<file path="config.mk">
export PLATFORM = sky130hd
export DESIGN_NAME = approx_error_monitor
export DESIGN_NICKNAME = d
export VERILOG_FILES = /design/src/rtl/approx_error_monitor.sv
export SDC_FILE = /design/constraint.sdc
export NUM_CORES = 1
export LEC_CHECK = 0
export CORE_MARGIN = 5
export CORE_UTILIZATION = 53
export DETAILED_ROUTE_END_ITERATION = 12
export PLACE_DENSITY_LB_ADDON = 0.1
export SKIP_LAST_GASP = 1
export SLEW_MARGIN = 0
export SYNTH_ARGS = -nofsm -noshare
export SYNTH_HDL_FRONTEND = slang
export SYNTH_SLANG_ARGS = --single-unit
</file>
<file path="constraint.sdc">
create_clock -name clk -period 4.02 [get_ports clk]
set_clock_uncertainty 0.15 [all_clocks]
set_input_delay 0.402 -clock clk [delete_from_list [all_inputs] [get_ports clk]]
set_output_delay 0.402 -clock clk [all_outputs]
set_load 0.01 [all_outputs]
</file>
<file path="src/rtl/approx_error_monitor.sv">
// Error-metric stage for N-bit approximate adders: compares each sample against the
// exact modular sum and accumulates error count, max and saturating total error distance.
module approx_error_monitor #(
  parameter int N     = 8,
  parameter int CNT_W = 16,
  parameter int ACC_W = 24
) (
  input  logic             clk,
  input  logic             rst_n,
  input  logic             start,
  input  logic [CNT_W-1:0] num_samples,
  input  logic             in_valid,
  output logic             in_ready,
  input  logic [N-1:0]     a,
  input  logic [N-1:0]     b,
  input  logic [N-1:0]     approx_sum,
  output logic             busy,
  output logic             done,
  output logic [CNT_W-1:0] err_count,
  output logic [N-1:0]     max_ed,
  output logic [ACC_W-1:0] sum_ed,
  output logic [CNT_W-1:0] samples_seen
);

  typedef enum logic [1:0] {S_IDLE, S_RUN, S_DRAIN, S_DONE} state_t;

  state_t           state_q;
  logic [CNT_W-1:0] target_q;
  logic [CNT_W-1:0] seen_q;
  logic             in_ready_q;
  logic             busy_q;
  logic             done_q;

  logic             s1_valid_q;
  logic [N-1:0]     s1_ed_q;
  logic             s1_err_q;

  logic [CNT_W-1:0] err_count_q;
  logic [N-1:0]     max_ed_q;
  logic [ACC_W-1:0] sum_ed_q;

  logic             accept_d;
  logic             start_acc_d;
  logic             last_d;
  logic [N-1:0]     exact_d;
  logic [N-1:0]     ed_d;
  logic [ACC_W:0]   sum_wide_d;
  logic [ACC_W-1:0] sum_sat_d;

  assign accept_d    = in_valid && in_ready_q;
  assign start_acc_d = (state_q == S_IDLE) && start;
  assign last_d      = accept_d && ((seen_q + 1'b1) == target_q);

  // Carry-out is dropped on purpose: the adder under test only produces N bits.
  assign exact_d = a + b;
  assign ed_d    = (exact_d >= approx_sum) ? (exact_d - approx_sum) : (approx_sum - exact_d);

  assign sum_wide_d = {1'b0, sum_ed_q} + {{(ACC_W + 1 - N){1'b0}}, s1_ed_q};
  assign sum_sat_d  = sum_wide_d[ACC_W] ? {ACC_W{1'b1}} : sum_wide_d[ACC_W-1:0];

  always_ff @(posedge clk or negedge rst_n) begin
    if (!rst_n) begin
      state_q    <= S_IDLE;
      target_q   <= '0;
      seen_q     <= '0;
      in_ready_q <= 1'b0;
      busy_q     <= 1'b0;
      done_q     <= 1'b0;
    end else begin
      case (state_q)
        S_IDLE: begin
          if (start) begin
            seen_q <= '0;
            if (num_samples != '0) begin
              target_q   <= num_samples;
              state_q    <= S_RUN;
              in_ready_q <= 1'b1;
              busy_q     <= 1'b1;
            end else begin
              state_q <= S_DONE;
              done_q  <= 1'b1;
            end
          end
        end
        S_RUN: begin
          if (accept_d) begin
            seen_q <= seen_q + 1'b1;
          end
          if (last_d) begin
            state_q    <= S_DRAIN;
            in_ready_q <= 1'b0;
          end
        end
        S_DRAIN: begin
          state_q <= S_DONE;
          busy_q  <= 1'b0;
          done_q  <= 1'b1;
        end
        S_DONE: begin
          state_q <= S_IDLE;
          done_q  <= 1'b0;
        end
        default: begin
          state_q    <= S_IDLE;
          in_ready_q <= 1'b0;
          busy_q     <= 1'b0;
          done_q     <= 1'b0;
        end
      endcase
    end
  end

  // Stage 1 captures the error distance; stage 2 folds it into the run metrics.
  always_ff @(posedge clk or negedge rst_n) begin
    if (!rst_n) begin
      s1_valid_q  <= 1'b0;
      s1_ed_q     <= '0;
      s1_err_q    <= 1'b0;
      err_count_q <= '0;
      max_ed_q    <= '0;
      sum_ed_q    <= '0;
    end else begin
      s1_valid_q <= accept_d;
      if (accept_d) begin
        s1_ed_q  <= ed_d;
        s1_err_q <= (ed_d != '0);
      end
      if (start_acc_d) begin
        err_count_q <= '0;
        max_ed_q    <= '0;
        sum_ed_q    <= '0;
      end else if (s1_valid_q) begin
        err_count_q <= err_count_q + {{(CNT_W - 1){1'b0}}, s1_err_q};
        if (s1_ed_q > max_ed_q) begin
          max_ed_q <= s1_ed_q;
        end
        sum_ed_q <= sum_sat_d;
      end
    end
  end

  assign in_ready     = in_ready_q;
  assign busy         = busy_q;
  assign done         = done_q;
  assign err_count    = err_count_q;
  assign max_ed       = max_ed_q;
  assign sum_ed       = sum_ed_q;
  assign samples_seen = seen_q;

endmodule

</file>
==> summary.txt, run 1 <==
Synthesis
  • Simple-Gate Fraction of Synth Area: 18.69%
  • Largest family of logic cells by synthesized area: simple AND/OR/NAND/NOR gates
  • Synth Area in Adders: 10.41%
  • Netlist cell types: 54
  • Mux cell area share after synthesis: 6.197%
  • Synth Area in Compound Gates: 14.92%
  • Yosys warnings: 0
  • Seq/Total Area, Yosys: 37.74%
  • Mapped Avg Cell Area: 9.333 um2
  • Post-synth ARST share: 100.0%
  • Post-synth EDFFs: 0
  • Mapped Nets: 769
  • Cell Area, Synth: 6300 um2
  • Synth Area in XOR/XNOR: 7.368%
  • Post-synthesis register bit count: 95
  • Ys flop type: dfrtp_1
  • Mapped Cells: 675

Layout
  • Area of the multi-input gates: 3664 um2
  • Most frequent cells in the layout: clkdlybuf4s50_1, dfrtp_1, nand2_1
  • Commonest non-fill, non-tap cell in the layout: clkdlybuf4s50_1
  • Fill cells: 926
  • Final nets: 887
  • Area delta synth->final: 26.73%
  • Share of cells above drive strength 1: 9.774%
  • Register area: 2377 um2
  • Ant. Diodes: 0

Worst setup path
  • Top fanout value on the critical path: 4
  • Crit path required time: 4080 ps
  • Reg2reg setup slack: 740 ps
  • Critical Path Sink Type: flip-flop
  • CP startpoint kind: primary input
  • WP data arrival: 3870 ps
  • Setup CP Type: in -> reg

Outcome
  • Outcome: finished, final reports clean

Placed design
  • Worst slack, placed: -238.7 ps
  • Placer's final routability congestion estimate: 0.8767
  • # port buffers: 110
  • Post-DP HPWL: 11640 um

Power and ir drop
  • Pwr per Cell Area: 294.5 nW/um2
  • Clk pwr share: 40.2%
  • Total power draw: 2.351 mW
  • Worst IR Drop VDD: 0.0001701 V
  • P_leak: 3.461 nW
  • Net Sw Power: 0.5882 mW
  • Int Pwr: 1.763 mW
  • Combinational Power Share: 19.2%
  • Sequential fraction of design power: 40.6%
  • Switch share: 25.02%

Floorplan
  • Initial core utilization: 54.70%
  • Io pins: 111
  • Chip width: 119.0 um
  • Core box area: 11520 um2
  • Die Ht: 119.0 um
  • Cell row count: 39
  • Die area: 14170 um2

STA
  • Slew Viols, Final: 0
  • Final Hold Viols: 0
  • Worst rel slew slack: 34.45%
  • Final Setup Violations: 0
  • Worst-margin pin slew: 983.2 ps
  • Fmax achieved: 263.1 MHz
  • Clock period minus worst slack: 3802 ps
  • Final setup margin: 218.5 ps
  • Final period util: 94.57%

Route
  • Residual DRC: 0
  • Vias per cell: 5.692
  • Final antenna-violating net count: 0
  • Detailed Route WL: 15290 um
  • Initial DRC Count: 318
  • Wire length per cell: 16.25 um
  • Via count: 5356
  • DR pass1 iterations: 7

Global routing
  • First-pass GRT wire length: 25820 um
  • Initial antenna violation count: 0
  • Largest net degree at the start of global routing: 73
  • Total track usage: 21.89%
  • Number of global-route vias before repair: 5394
  • Grt ovf: 0

Clock tree
  • Clk buf depth: 2
  • Worst-skew pair later-pin latency: 350 ps
  • Clk pin slew, worst setup/hold paths: 70 ps
  • CTS buffer count: 9
  • Clock sinks: 95
  • CTS tree: built
  • Clk root buf: clkbuf_16
  • H-tree levels: 3
  • CTS Hold Bufs: 0

Flow run
  • Max_cap viols: 0

Min path
  • Worst hold path type: in -> async
worst max-delay path: stages:
cell             delay [ps]
clkdlybuf4s50_1         460
ha_1                    310
a21o_1                  180
a21oi_2                 150
o21bai_1                 90
a21oi_2                 140
o21bai_1                 80
a21oi_1                 200
xnor2_1                 150
ha_1                    260
nand4_1                  90
a31oi_1                  70
a211oi_4                290
buf_6                   170
mux2i_4                 220
nand3_1                 130
nor4bb_2                330
a41oi_1                 150
cell families (layout without fill, tap and decap cells):
| logic type | after synthesis | in the layout |
|---|---|---|
| buffers and inverters | 68 | 191 |
| adder cells (fa/ha/maj) | 50 | 50 |
| multiplexers | 37 | 37 |
| AND/OR/NAND/NOR | 222 | 222 |
| flip-flops | 95 | 95 |
| XOR/XNOR | 53 | 53 |
| AO/OA/AOI/OAI | 150 | 150 |
metrics by stage:
step	instance area [um2]	TNS (ps)	hold slack, ps	utilization (%)	std cells
after floorplan	6300	0	-43.59	-	675
after global placement	7612	-99.15	364.6	66.10	925
after detailed placement	7612	-319.9	369.4	66.10	925
after CTS	7944	0	63.69	68.98	941
after global routing	7984	-27.00	94.23	69.33	941
final	7984	0	16.32	69.33	941
cell usage after synthesis, types with 5 or more instances:
master	number	area [um2]
mux2_2	16	180.2
o21ai_0	52	260.3
xnor2_1	31	271.5
nor2_1	49	183.9
nor2b_1	12	75.07
nand2b_1	8	50.05
o21bai_1	5	37.54
dfrtp_1	95	2377
and3_1	15	93.84
o21a_1	7	52.55
clkbuf_1	16	60.06
a311oi_1	6	52.55
mux2i_1	21	210.2
nor3_1	12	60.06
inv_1	42	157.7
a31oi_1	17	106.4
buf_6	5	56.30
and2_1	9	56.30
xor2_1	22	192.7
nand4_1	11	68.82
o31ai_1	11	82.58
ha_1	46	575.6
nand2_1	60	225.2
a21oi_1	28	140.1
and4_1	7	61.31
nand3_1	13	65.06
nor4_1	5	31.28
a211oi_1	8	60.06
state kept, by name (all words and copies together) (netlist names):
| register | flops |
|---|---|
| samples_seen | 16 |
| err_count | 16 |
| in_ready | 1 |
| s1_err_q | 1 |
| target_q | 16 |
| done | 1 |
| s1_valid_q | 1 |
| s1_ed_q | 8 |
| busy | 1 |
| state_q | 2 |
| max_ed | 8 |
| sum_ed | 24 |
layout make-up:
| type | count | area share [%] |
|---|---|---|
| multi-input cells | 512 | 45.89 |
| inverters | 42 | 1.975 |
| repair buffers | 133 | 15.97 |
| clock inverters | 6 | 1.160 |
| well taps | 143 | 2.241 |
| flip-flops and latches | 95 | 29.78 |
| clock buffers | 10 | 2.993 |
worst paths after layout:
| path | start | endpoint | cells past startpoint |
|---|---|---|---|
| max | a[1] | s1_err_q$_DFFE_PN0P_ | 18 |
| min | rst_n | err_count[15]$_DFFE_PN0P_ | 1 |
| max reg2reg | s1_ed_q[0]$_DFFE_PN0P_ | sum_ed[16]$_DFFE_PN0P_ | 10 |
| min reg2reg | target_q[0]$_DFFE_PN0P_ | target_q[0]$_DFFE_PN0P_ | 1 |
| max in group asynchronous | rst_n | target_q[5]$_DFFE_PN0P_ | 2 |
| min in group clk | target_q[0]$_DFFE_PN0P_ | target_q[0]$_DFFE_PN0P_ | 1 |
metal layers:
metal,up-vias,routed length (um),global-route usage (%)
met4,0,229,6.879
li1,2636,-,-
met5,-,0,0
met1,2599,6827,28.18
met3,17,509,4.028
met2,104,7726,37.44
repair_timing:
action | in CTS | in global routing
gates resized for setup | 0 | 9
setup buffers | 0 | 0
endpoints found under the setup margin | 0 | 1
power by group through the flow:
stage	Sequential [mW]	Clock, mW	Combinational (mW)
3_3_place_gp	0.974	0	0.426
6_report	0.955	0.945	0.451
3_5_place_dp	0.974	0	0.429
2_1_floorplan	0.974	0	0.236
4_1_cts	0.955	0.964	0.431
5_1_grt	0.955	1.01	0.496
Note: power is estimated with default switching activity, not from simulation.
==> inputs of run 2 (changes only) <==
Settings changed: MAX_ROUTING_LAYER set to met4.
==> summary.txt, run 2 (same netlist as run 1, synthesis figures left out) <==
STA
  • Final Setup Violations: 0 (unchanged)
  • Final Hold Viols: 0 (unchanged)
  • Final period util: 93.78% (-0.79 points)
  • Slew Viols, Final: 0 (unchanged)
  • Clock period minus worst slack: 3770 ps (-31.73 ps)
  • Worst-margin pin slew: 988.1 ps (+4.808 ps)
  • Final setup margin: 250.2 ps (+31.73 ps)
  • Fmax achieved: 265.3 MHz (+0.84%)
  • Worst rel slew slack: 34.13% (-0.32 points)
  • Setup TNS: 0 ps (unchanged)
  • Hold slack final: 25.12 ps (+8.802 ps)
  • Setup repair after global routing missed its margin: false

Layout
  • Max FFs per register: 24 (unchanged)
  • Register area: 2377 um2 (unchanged)
  • Most frequent cells in the layout: clkdlybuf4s50_1, dfrtp_1, nand2_1
  • Fill cells: 912 (-1.5%)
  • Area of the multi-input gates: 3650 um2 (-0.38%)
  • Commonest non-fill, non-tap cell in the layout: clkdlybuf4s50_1
  • Non-filler cells, final: 942 (+0.11%)
  • Area delta synth->final: 26.53%
  • Final nets: 888 (+0.11%)
  • Fin area: 7971 um2 (-0.16%)
  • Core Util, Final: 69.22% (-0.11 points)
  • Ant. Diodes: 0 (unchanged)
  • Share of cells above drive strength 1: 9.762% (-0.012 points)

Power and ir drop
  • Worst IR Drop VDD: 0.0001703 V (+0.11%)
  • Pwr per Cell Area: 296.5 nW/um2 (+0.70%)
  • P_leak: 3.456 nW (-0.16%)
  • Total power draw: 2.364 mW (+0.54%)

Worst setup path
  • Setup CP Type: in -> reg
  • Top fanout value on the critical path: 4 (unchanged)
  • Crit path largest cell delay: 400 ps (-60 ps)
  • Critical R2R Launch: s1_ed_q[0]$_DFFE_PN0P_
  • Crit path required time: 4090 ps (about the same)
  • CP startpoint kind: primary input
  • Reg2reg setup slack: 770 ps (+30 ps)
  • Crit-path cells: clkdlybuf4s50_1, ha_1, fa_1, a21oi_1, nor2_1, nor2_1, o21bai_1, a21oi_2, xnor2_1, ha_1, nand4_1, a31oi_1, a211oi_4, buf_4, mux2i_2, xnor2_1, nor4bb_1, a41oi_1
  • WP data arrival: 3840 ps (-30 ps)
  • RR Endpoint: sum_ed[16]$_DFFE_PN0P_
  • Critical Path Sink Type: flip-flop
  • R2R depth: 10 (unchanged)
  • Crit path max-delay cell type: clkdlybuf4s50_1

Global routing
  • Initial antenna violation count: 0 (unchanged)
  • Number of global-route vias before repair: 5398 (+0.074%)
  • First-pass GRT wire length: 26190 um (+1.4%)
  • Total track usage: 22.73% (+0.84 points)
  • Grt ovf: 0 (unchanged)
  • Largest net degree at the start of global routing: 71 (-2.7%)

Route
  • Detailed Route WL: 15540 um (+1.6%)
  • Final antenna-violating net count: 0 (unchanged)
  • Via count: 5407 (+0.95%)
  • Vias per cell: 5.740 (+0.85%)
  • Wire length per cell: 16.50 um (+1.5%)
  • Initial DRC Count: 223 (-30%)
  • Residual DRC: 0 (unchanged)
  • DR pass1 iterations: 5 (-2)

Flow run
  • Max_cap viols: 0 (unchanged)

Placed design
  • Placed instance area: 7612 um2 (unchanged)
  • Placer's final routability congestion estimate: 0.8947 (+2.1%)
  • Post-DP HPWL: 11800 um (+1.4%)
  • Dpl cells: 925 (unchanged)
  • Worst slack, placed: -198.8 ps (+39.91 ps)
  • # port buffers: 110 (unchanged)

Floorplan
  • Die area: 14170 um2 (unchanged)
  • Io pins: 111 (unchanged)
  • Die Ht: 119.0 um (unchanged)
  • Cell row count: 39 (unchanged)
  • Chip width: 119.0 um (unchanged)
  • Core box area: 11520 um2 (unchanged)
  • Initial core utilization: 54.70% (unchanged)

Outcome
  • Outcome: finished, final reports clean

Clock tree
  • CTS tree: built
  • Clk root buf: clkbuf_16
  • Clock sinks: 95 (unchanged)
  • CTS buffer count: 9 (unchanged)
  • Clk pin slew, worst setup/hold paths: 70 ps (about the same)
  • Clk buf depth: 2 (unchanged)
  • H-tree levels: 3 (unchanged)
  • Worst-skew pair later-pin latency: 350 ps (about the same)

Min path
  • Worst hold path type: in -> async
==> run 2: cell type report <==
type	count	share of cell area, %
clock buffer	9	2.825
clock inverter	7	1.303
inverter	42	1.978
multi-input combinational	512	45.79
sequential	95	29.82
tap	143	2.245
timing repair buffer	134	16.04
==> run 2: power by group <==
group	internal [mW]	switching, mW
Clock	0.554	0.397
Sequential	0.955	0
Combinational	0.243	0.214
==> run 2: repair_timing <==
item,CTS,global route
resized for setup,0,6
hold buffers,0,0
setup buffers,0,1
setup endpoints to repair,0,2
==> run 2: critical path: cells and delay by family <==
family	cells	cell delay, ps
XOR/XNOR	2	330
AND/OR/NAND/NOR	4	510
buffers and inverters	2	590
adder cells (fa/ha/maj)	3	920
AO/OA/AOI/OAI	6	860
multiplexers	1	230
==> run 2: how the worst max path moves through the flow <==
stage | start | end | slack (ps) | depth (start not counted)
floorplan | a[0] | s1_err_q$_DFFE_PN0P_ | 300 | 16
global placement | a[1] | s1_err_q$_DFFE_PN0P_ | -100 | 16
detailed placement | a[0] | s1_err_q$_DFFE_PN0P_ | -200 | 18
CTS | a[0] | s1_err_q$_DFFE_PN0P_ | 170 | 18
global route | a[0] | s1_err_q$_DFFE_PN0P_ | 30 | 18
finish | a[0] | s1_err_q$_DFFE_PN0P_ | 250 | 18
==> run 2: routing by layer <==
metal | part of all wire [%] | vias to the layer above | global-route usage [%]
met5 | 0 | - | -
li1 | - | 2635 | -
met4 | 1.3 | 0 | 5.938
met3 | 4.0 | 17 | 3.886
met2 | 50 | 126 | 37.69
met1 | 44 | 2629 | 29.00
==> inputs of run 3 (changes only) <==
--- a/constraint.sdc
+++ b/constraint.sdc
@@ -3,3 +3,3 @@
 set_input_delay 0.402 -clock clk [delete_from_list [all_inputs] [get_ports clk]]
 set_output_delay 0.402 -clock clk [all_outputs]
-set_load 0.01 [all_outputs]
+set_load 0.1 [all_outputs]
==> results of run 3 <==
The final DEF is identical to that of run 2. Status: finished, final reports clean.
